**config.mk**
```make
export PLATFORM = sky130hd
export DESIGN_NAME = game_state_controller_flat
export DESIGN_NICKNAME = d
export VERILOG_FILES = /design/src/rtl/game_state_controller_if.sv /design/src/rtl/game_state_controller.sv /design/src/flat_wrapper.sv
export SDC_FILE = /design/constraint.sdc
export NUM_CORES = 1
export LEC_CHECK = 0
export BUFFER_PORTS_ARGS = -buffer_cell sky130_fd_sc_hd__buf_4
export CORE_AREA = 2 2 44 50
export CTS_BUF_LIST = sky130_fd_sc_hd__clkbuf_8
export DETAILED_ROUTE_END_ITERATION = 10
export DIE_AREA = 0 0 46 52
export PLACE_DENSITY_LB_ADDON = 0.08
export SLEW_MARGIN = 20
export SYNTH_ARGS = -nofsm -noshare
export SYNTH_HDL_FRONTEND = slang
export SYNTH_SLANG_ARGS = --single-unit
```
**constraint.sdc**
```tcl
create_clock -name clk -period 2.05 [get_ports clk]
set_clock_uncertainty 0.05 [all_clocks]
set_input_delay 0.5125 -clock clk [delete_from_list [all_inputs] [get_ports clk]]
set_output_delay 0.5125 -clock clk [all_outputs]
set_load 0.02 [all_outputs]
```
**src/rtl/game_state_controller_if.sv**
```systemverilog
// Signal bundle between the game-logic top and the session sequencer.
// The controller attaches through the slave modport; the driving side uses master.
interface game_state_controller_if;
    logic       tick;
    logic       start_btn;
    logic       pacman_is_dead;
    logic       game_rst;
    logic       game_run;
    logic [2:0] lives;
    logic [2:0] state_out;
    logic       death_flash;
    logic       game_over;

    modport master (
        output tick, start_btn, pacman_is_dead,
        input  game_rst, game_run, lives, state_out, death_flash, game_over
    );

    modport slave (
        input  tick, start_btn, pacman_is_dead,
        output game_rst, game_run, lives, state_out, death_flash, game_over
    );
endinterface

```
**src/rtl/game_state_controller.sv**
```systemverilog
// Game session sequencer: IDLE -> READY -> PLAY -> DYING -> READY/GAME_OVER, timed in frame ticks.
// Optional pause (start button toggles PLAY/PAUSE) is enabled by defining GAME_PAUSE_EN.
module game_state_controller #(
    parameter int LIVES_INIT  = 3,
    parameter int READY_TICKS = 120,
    parameter int DEATH_TICKS = 90,
    parameter int FLASH_DIV   = 8
) (
    input  logic clk,
    input  logic rst,
    game_state_controller_if.slave bus
);
    localparam int MAX_TICKS = (READY_TICKS > DEATH_TICKS) ? READY_TICKS : DEATH_TICKS;
    localparam int CNT_W     = $clog2(MAX_TICKS + 1);

    typedef enum logic [2:0] {
        S_IDLE      = 3'd0,
        S_READY     = 3'd1,
        S_PLAY      = 3'd2,
        S_DYING     = 3'd3,
        S_GAME_OVER = 3'd4
`ifdef GAME_PAUSE_EN
        , S_PAUSE   = 3'd5
`endif
    } state_t;

    state_t             state, state_d;
    logic [CNT_W-1:0]   cnt, cnt_d;
    logic [2:0]         lives_r, lives_d;
    logic               flash_r, flash_d;
    logic               game_rst_r, game_run_r, game_over_r;
    logic               start_q, start_armed, start_pe;

    // The button must be seen low once after reset before an edge counts,
    // so a button held through reset release does not start a game.
    assign start_pe = bus.start_btn & ~start_q & start_armed;

    always_comb begin
        state_d = state;
        cnt_d   = cnt;
        lives_d = lives_r;
        flash_d = flash_r;
        case (state)
            S_IDLE, S_GAME_OVER: begin
                if (start_pe) begin
                    state_d = S_READY;
                    lives_d = 3'(LIVES_INIT);
                    cnt_d   = '0;
                end
            end
            S_READY: begin
                if (bus.tick) begin
                    if (cnt == CNT_W'(READY_TICKS - 1)) begin
                        state_d = S_PLAY;
                        cnt_d   = '0;
                    end else begin
                        cnt_d = cnt + CNT_W'(1);
                    end
                end
            end
            S_PLAY: begin
                if (bus.pacman_is_dead) begin
                    state_d = S_DYING;
                    lives_d = (lives_r == 3'd0) ? 3'd0 : lives_r - 3'd1;
                    cnt_d   = '0;
                    flash_d = 1'b0;
                end
`ifdef GAME_PAUSE_EN
                else if (start_pe) begin
                    state_d = S_PAUSE;
                end
`endif
            end
            S_DYING: begin
                if (bus.tick) begin
                    if (cnt == CNT_W'(DEATH_TICKS - 1)) begin
                        state_d = (lives_r == 3'd0) ? S_GAME_OVER : S_READY;
                        cnt_d   = '0;
                        flash_d = 1'b0;
                    end else begin
                        cnt_d = cnt + CNT_W'(1);
                        if ((32'(cnt) % FLASH_DIV) == FLASH_DIV - 1)
                            flash_d = ~flash_r;
                    end
                end
            end
`ifdef GAME_PAUSE_EN
            S_PAUSE: begin
                if (start_pe)
                    state_d = S_PLAY;
            end
`endif
            default: begin
                state_d = S_IDLE;
                cnt_d   = '0;
                flash_d = 1'b0;
            end
        endcase
    end

    // Outputs are decoded from the next state so they move on the same edge as the state.
    always_ff @(posedge clk or negedge rst) begin
        if (!rst) begin
            state       <= S_IDLE;
            cnt         <= '0;
            lives_r     <= 3'd0;
            flash_r     <= 1'b0;
            game_rst_r  <= 1'b1;
            game_run_r  <= 1'b0;
            game_over_r <= 1'b0;
            start_q     <= 1'b0;
            start_armed <= 1'b0;
        end else begin
            state       <= state_d;
            cnt         <= cnt_d;
            lives_r     <= lives_d;
            flash_r     <= flash_d;
            game_rst_r  <= (state_d == S_IDLE) || (state_d == S_READY);
            game_run_r  <= (state_d == S_PLAY);
            game_over_r <= (state_d == S_GAME_OVER);
            start_q     <= bus.start_btn;
            if (!bus.start_btn)
                start_armed <= 1'b1;
        end
    end

    assign bus.state_out   = state;
    assign bus.lives       = lives_r;
    assign bus.death_flash = flash_r;
    assign bus.game_rst    = game_rst_r;
    assign bus.game_run    = game_run_r;
    assign bus.game_over   = game_over_r;
endmodule

```
**src/flat_wrapper.sv**
```systemverilog
// flat-port wrapper written by rule: the top's interface ports become plain ports
module game_state_controller_flat 
#(
    parameter int LIVES_INIT  = 3,
    parameter int READY_TICKS = 120,
    parameter int DEATH_TICKS = 90,
    parameter int FLASH_DIV   = 8
)
  (clk, rst, bus_tick, bus_start_btn, bus_pacman_is_dead, bus_game_rst, bus_game_run, bus_lives, bus_state_out, bus_death_flash, bus_game_over);
  game_state_controller_if bus_i ();
  input  logic clk;
  input  logic rst;
  input wire logic [$bits(bus_i.tick)-1:0] bus_tick;
  input wire logic [$bits(bus_i.start_btn)-1:0] bus_start_btn;
  input wire logic [$bits(bus_i.pacman_is_dead)-1:0] bus_pacman_is_dead;
  output wire logic [$bits(bus_i.game_rst)-1:0] bus_game_rst;
  output wire logic [$bits(bus_i.game_run)-1:0] bus_game_run;
  output wire logic [$bits(bus_i.lives)-1:0] bus_lives;
  output wire logic [$bits(bus_i.state_out)-1:0] bus_state_out;
  output wire logic [$bits(bus_i.death_flash)-1:0] bus_death_flash;
  output wire logic [$bits(bus_i.game_over)-1:0] bus_game_over;
  assign bus_i.tick = bus_tick;
  assign bus_i.start_btn = bus_start_btn;
  assign bus_i.pacman_is_dead = bus_pacman_is_dead;
  assign bus_game_rst = bus_i.game_rst;
  assign bus_game_run = bus_i.game_run;
  assign bus_lives = bus_i.lives;
  assign bus_state_out = bus_i.state_out;
  assign bus_death_flash = bus_i.death_flash;
  assign bus_game_over = bus_i.game_over;
  game_state_controller #(.LIVES_INIT(LIVES_INIT), .READY_TICKS(READY_TICKS), .DEATH_TICKS(DEATH_TICKS), .FLASH_DIV(FLASH_DIV)) u_core (.clk(clk), .rst(rst), .bus(bus_i));
endmodule
```
==> impl_metrics.toml, run 1 <==
[setup_path]
critPathBufInv = 1
r2r_cells = 7
slowest_stage = "a211oi_4"
cp_cell_sequence = "inv_1 > ha_1 > nand2_1 > nor4_4 > a211oi_4 > nand2b_4 > o41ai_2"
reg2reg_from = "u_core.cnt[1]"
reg2reg_to = "u_core.cnt[6]"
crit_family = "compound AO/OA/AOI/OAI gates"
r2r_setup_slack_ps = 240
required_ps = 2170
crit_type = "reg2reg"
crit_fanout = 7
cpPeakStageDelay_ps = 440
endpoint_kind = "flip-flop"
arrival_ps = 1930
crit_path_start_kind = "flip-flop"

[final_layout]
layout-drive-gt1-share_pct = 25.6
seqCellArea_um2 = 477
multi_input_area_um2 = 567
fill_cells = 161
area_growth_pct = 15.2
antenna_cells = 0
final_nets = 130

[yosys]
synth_seq_cells = 19
syn_avg_cell_area_um2 = 10.2
yosysUniqueCellTypes = 44
synth_fp_nets = 113
syn_area_um2 = 1070
yosys_warnings = 0
yosysSeqAreaShare_pct = 44.7
syn_inst = 105

[global_routing]
grt_pass1_wl_mm = 3.77
overflow = 0
grt_max_degree = 20
antenna_found_initial = 0
track_usage_pct = 22.1
grt_pass1_vias = 838

[floorplan]
start_util_pct = 55.8
coreArea_um2 = 1910
die_area_um2 = 2390
chipHeight_um = 52
ios = 15
die_w_um = 46
rows = 17

[cts]
cts.sinks = 19
ctsHoldBuffers = 0
cts_tree = "yes"
cts_buffers = 3
ctsResizeCount = 0
cts.clk_slew.worst_paths_ps = 80
root_buffer = "clkbuf_8"
cts_setup_buffers = 0
cts-htree-levels = 1
insertion_delay_ps = 260
clockBufferDepth = 2

[timing]
min_period_over_period_pct = 88.4
fmax_mhz = 552
slew_viol_final = 0
min_period_ps = 1810
rsz0062_at_grt = "false"
fin_setup_tns_ps = 0
worstMarginPinSlew_ps = 439
hold_ws_ps = 55.4
hold_viol = 0
final-setup-viol-count = 0
slew_headroom_pct = 70.7

[detailed_routing]
drt_iter0_drc = 13
wl_mm = 2.26
viasPerCell = 6.12
vias = 857
ant_nets = 0
firstDrtPassIters = 4
wire_per_inst_um = 16.2
drc = 0

[power]
power-per-cell-area_nw_per_um2 = 896
ir_drop_mv = 0.528
p_leak_uw = 0.000535

[worst_hold_path]
hp-class = "in2async"

[place]
dp_hpwl_mm = 1.67
io_buffer_count = 14
gp_congestion = 0.813

[run_status]
outcome = "finished, final reports clean"

[run]
maxCapViolCount = 0
==> sequential cells by signal, indices dropped and copies added (netlist names) <==
register                cells
u_core.start_armed          1
u_core.start_q              1
u_core.bus.state_out        3
u_core.bus.game_rst         1
u_core.cnt                  7
u_core.bus.game_run         1
u_core.bus.death_flash      1
u_core.bus.game_over        1
u_core.bus.lives            3
==> power by group <==
group	internal [µW]	switching, µW
registers	432	104
logic	129	166
clock network	136	135
total	696	406
==> cells in the final DEF (no fill, tap or decap), types with 2 or more instances in the layout <==
master and n:
nand2_1 9, dfrtp_1 18, o21ai_1 5, nand2b_1 3
inv_1 3, or3_1 2, ha_1 3, o21ai_0 2
and2_1 2, a22oi_1 4, o22ai_1 2, o31ai_1 2
a21oi_1 3, buf_4 14, nor2_1 13, clkbuf_8 3
nand3_1 5
==> per-stage QoR <==
step,cells,total power (µW),utilization (%),worst slack [ps],instance area (µm²)
5_1_grt,140,1170,64.2,99.0,1230
3_5_place_dp,136,843,61.8,239,1180
6_report,140,1100,64.2,238,1230
4_1_cts,140,1100,64.2,209,1230
3_3_place_gp,136,834,61.8,271,1180
2_1_floorplan,105,746,-,409,1070
==> layout make-up <==
type                    instances  area share [%]
clock buffers                   3            3.36
clock inverters                 1           0.407
inverters                       3           0.916
multi-input cells              81            46.1
flip-flops and latches         19            38.8
well taps                      19            1.93
repair buffers                 14            8.55
==> synthesized netlist by cell type, drive strengths merged <==
cell type | instances | area [µm²]
nor3 | 2 | 15.0
o21ai | 7 | 35.0
a211o | 1 | 8.76
o31ai | 2 | 15.0
nand2b | 5 | 41.3
nand2 | 10 | 40.0
nor2 | 13 | 48.8
nand3 | 5 | 25.0
dfrtp | 18 | 450
o21a | 1 | 7.51
o22ai | 3 | 25.0
a211oi | 2 | 27.5
a21boi | 1 | 7.51
a22oi | 4 | 30.0
a21o | 1 | 7.51
nor4 | 3 | 40.0
nor2b | 1 | 6.26
a21oi | 3 | 15.0
dfstp | 1 | 26.3
and2 | 2 | 12.5
o41ai | 2 | 25.0
nand4b | 1 | 8.76
a22o | 1 | 8.76
nand3b | 2 | 27.5
inv | 3 | 11.3
nand4 | 1 | 12.5
or3 | 2 | 12.5
ha | 3 | 37.5
a31o | 1 | 8.76
or4 | 1 | 7.51
buf | 2 | 12.5
mux2i | 1 | 10.0
==> metal layers <==
layer,routed length (µm),global-route usage (%)
met5,0,0
met4,57,11.4
met3,69,3.47
met2,1170,36.1
met1,962,27.2
==> logic make-up after synthesis <==
kind of cell / count (synthesis) / synth area share, %
compound gates: 29 / 20.8
buf+inv: 5 / 2.23
fa+ha+maj: 3 / 3.52
flops: 19 / 44.7
mux: 1 / 0.938
simple gates: 48 / 27.9
==> how the worst max path moves through the flow <==
stage,cells past startpoint,slack (ps),startpoint,end
floorplan,6,410,u_core.cnt[0],u_core.cnt[6]
global placement,6,270,u_core.cnt[0],u_core.cnt[6]
detailed placement,6,240,u_core.cnt[0],u_core.cnt[4]
CTS,6,210,u_core.cnt[0],u_core.cnt[4]
global route,7,100,u_core.cnt[1],u_core.cnt[5]
finish,7,240,u_core.cnt[1],u_core.cnt[6]
Note: power is estimated with default switching activity, not from simulation.
==> inputs of run 2 (changes only) <==
==> constraint.sdc (replaced) <==
create_clock -name clk -period 1.97 [get_ports clk]
set_clock_uncertainty 0.05 [all_clocks]
set_input_delay 0.4925 -clock clk [delete_from_list [all_inputs] [get_ports clk]]
set_output_delay 0.4925 -clock clk [all_outputs]
set_load 0.02 [all_outputs]
==> run 2 against run 1 <==
Against the previous run:
- critical path depth down 1
- die area unchanged
- worst hold slack worse by 13 ps
- fmax up 0.50%
- global-route usage down 0.93 points
- cell count unchanged
- total power up 2.7%
- setup slack worse by 71 ps
- sequential share of layout area unchanged
- register-to-register slack worse by 70 ps
- largest cell class unchanged
==> impl_metrics.toml, run 2 (same netlist as run 1, synthesis figures left out) <==
[setup_path]
slowest_stage = "dfrtp_1"
crit_type = "reg2reg"
required_ps = 2080
cp_cell_sequence = "ha_1 > nand2_1 > nor4_4 > a211oi_4 > nand2b_4 > o41ai_2"
r2r_setup_slack_ps = 170
crit_fanout = 7
cp_num_cells = 6
reg2reg_from = "u_core.cnt[0]"
cpPeakStageDelay_ps = 420
critPathBufInv = 0
crit_path_start_kind = "flip-flop"
arrival_ps = 1910
critPathLaunch = "u_core.cnt[0]"
reg2reg_to = "u_core.cnt[6]"
r2r_cells = 6
setup.worst_path.end = "u_core.cnt[6]"
endpoint_kind = "flip-flop"
crit_family = "compound AO/OA/AOI/OAI gates"

[detailed_routing]
wl_mm = 2.16
ant_nets = 0
viasPerCell = 6.12
vias = 857
drc = 0
firstDrtPassIters = 4
wire_per_inst_um = 15.5
drt_iter0_drc = 11

[cts]
cts_buffers = 3
cts.clk_slew.worst_paths_ps = 70
cts.sinks = 19
cts_setup_buffers = 0
insertion_delay_ps = 260
root_buffer = "clkbuf_8"
cts_tree = "yes"
ctsHoldBuffers = 0
cts-htree-levels = 1
clockBufferDepth = 2

[power]
comb_power_share_pct = 27.8
switchingPower_uw = 404
finalPower_uw = 1130
sw_frac_of_total_pct = 35.7
intPower_uw = 727
p_clk_share_pct = 23.3
power-per-cell-area_nw_per_um2 = 920
pwr-share-seq_pct = 48.9
ir_drop_mv = 0.628
p_leak_uw = 0.000535

[timing]
slew_headroom_pct = 70.9
min_period_ps = 1800
fin_setup_tns_ps = 0
worstMarginPinSlew_ps = 437
slew_viol_final = 0
fmax_mhz = 555
min_period_over_period_pct = 91.5
hold_ws_ps = 42.2
rsz0062_at_grt = "false"
setup_slack_ps = 167
final-setup-viol-count = 0
hold_viol = 0

[floorplan]
ios = 15
chipHeight_um = 52
coreArea_um2 = 1910
rows = 17
start_util_pct = 55.8
die_area_um2 = 2390
die_w_um = 46

[global_routing]
antenna_found_initial = 0
overflow = 0
grt_pass1_vias = 819
track_usage_pct = 21.2
grt_max_degree = 20
grt_pass1_wl_mm = 3.64

[final_layout]
layout_commonest_cell = "dfrtp_1"
fin_cells = 140
area_growth_pct = 15.2
most-common-layout-cells = "dfrtp_1, buf_4, nor2_1"
largest_reg_flops = 7
final_nets = 130
layout-drive-gt1-share_pct = 25.6
largest_register = "u_core.cnt"
antenna_cells = 0

[place]
dp_hpwl_mm = 1.61
dp_slack_ps = 124
gp_congestion = 0.873
io_buffer_count = 14
placed_cells = 136

[run]
maxCapViolCount = 0

[run_status]
outcome = "finished, final reports clean"

[worst_hold_path]
hp-class = "in2async"
run 2: timing repair:
item | CTS | global route
gates resized for setup | 0 | 0
setup endpoints to repair | 0 | 1
hold endpoints to repair | 0 | 0
run 2: worst min-delay path by stage:
stage                               to  from  depth (start not counted)  slack, ps
6_report       u_core.bus.state_out[0]   rst                          1         40
5_1_grt            u_core.bus.lives[1]   rst                          1         50
4_1_cts        u_core.bus.state_out[0]   rst                          1         50
3_5_place_dp       u_core.bus.lives[0]   rst                          1        330
3_3_place_gp       u_core.bus.lives[0]   rst                          1        320
2_1_floorplan   u_core.bus.death_flash   rst                          0        150
run 2: routing by layer:
metal	global-route usage, %	vias up	wire [µm]
li1	-	417	-
met5	0	-	0
met4	13.3	0	49
met1	26.5	409	953
met3	4.17	7	77
met2	32.4	24	1080
run 2: power by group through the flow:
stage                     sequential (µW)  clock [µW]  combinational (µW)
after floorplan                       543           0                 233
after global placement                558           0                 303
after detailed placement              560           0                 314
after CTS                             554         272                 320
after global routing                  569         291                 352
final                                 553         264                 314
run 2: layout make-up:
type                    instances  area (µm²)
clock buffers                   3        41.3
fillers                       160         684
inverters                       3        11.3
multi-input cells              81         567
clock inverters                 1        5.00
well taps                      19        23.8
flip-flops and latches         19         477
repair buffers                 14         105
run 2: worst reg2reg max path: cells and delay by family, from the launching register on:
kind | cells | cell delay, ps
AOI/OAI and AO/OA | 2 | 700
DFF | 1 | 420
and+or+nand+nor | 3 | 300
adders and majority gates | 1 | 220
run 2: stage by stage:
step | utilization, % | instance area [µm²]
after CTS | 64.2 | 1230
final | 64.2 | 1230
after floorplan | - | 1070
after global placement | 61.8 | 1180
after global routing | 64.2 | 1230
after detailed placement | 61.8 | 1180
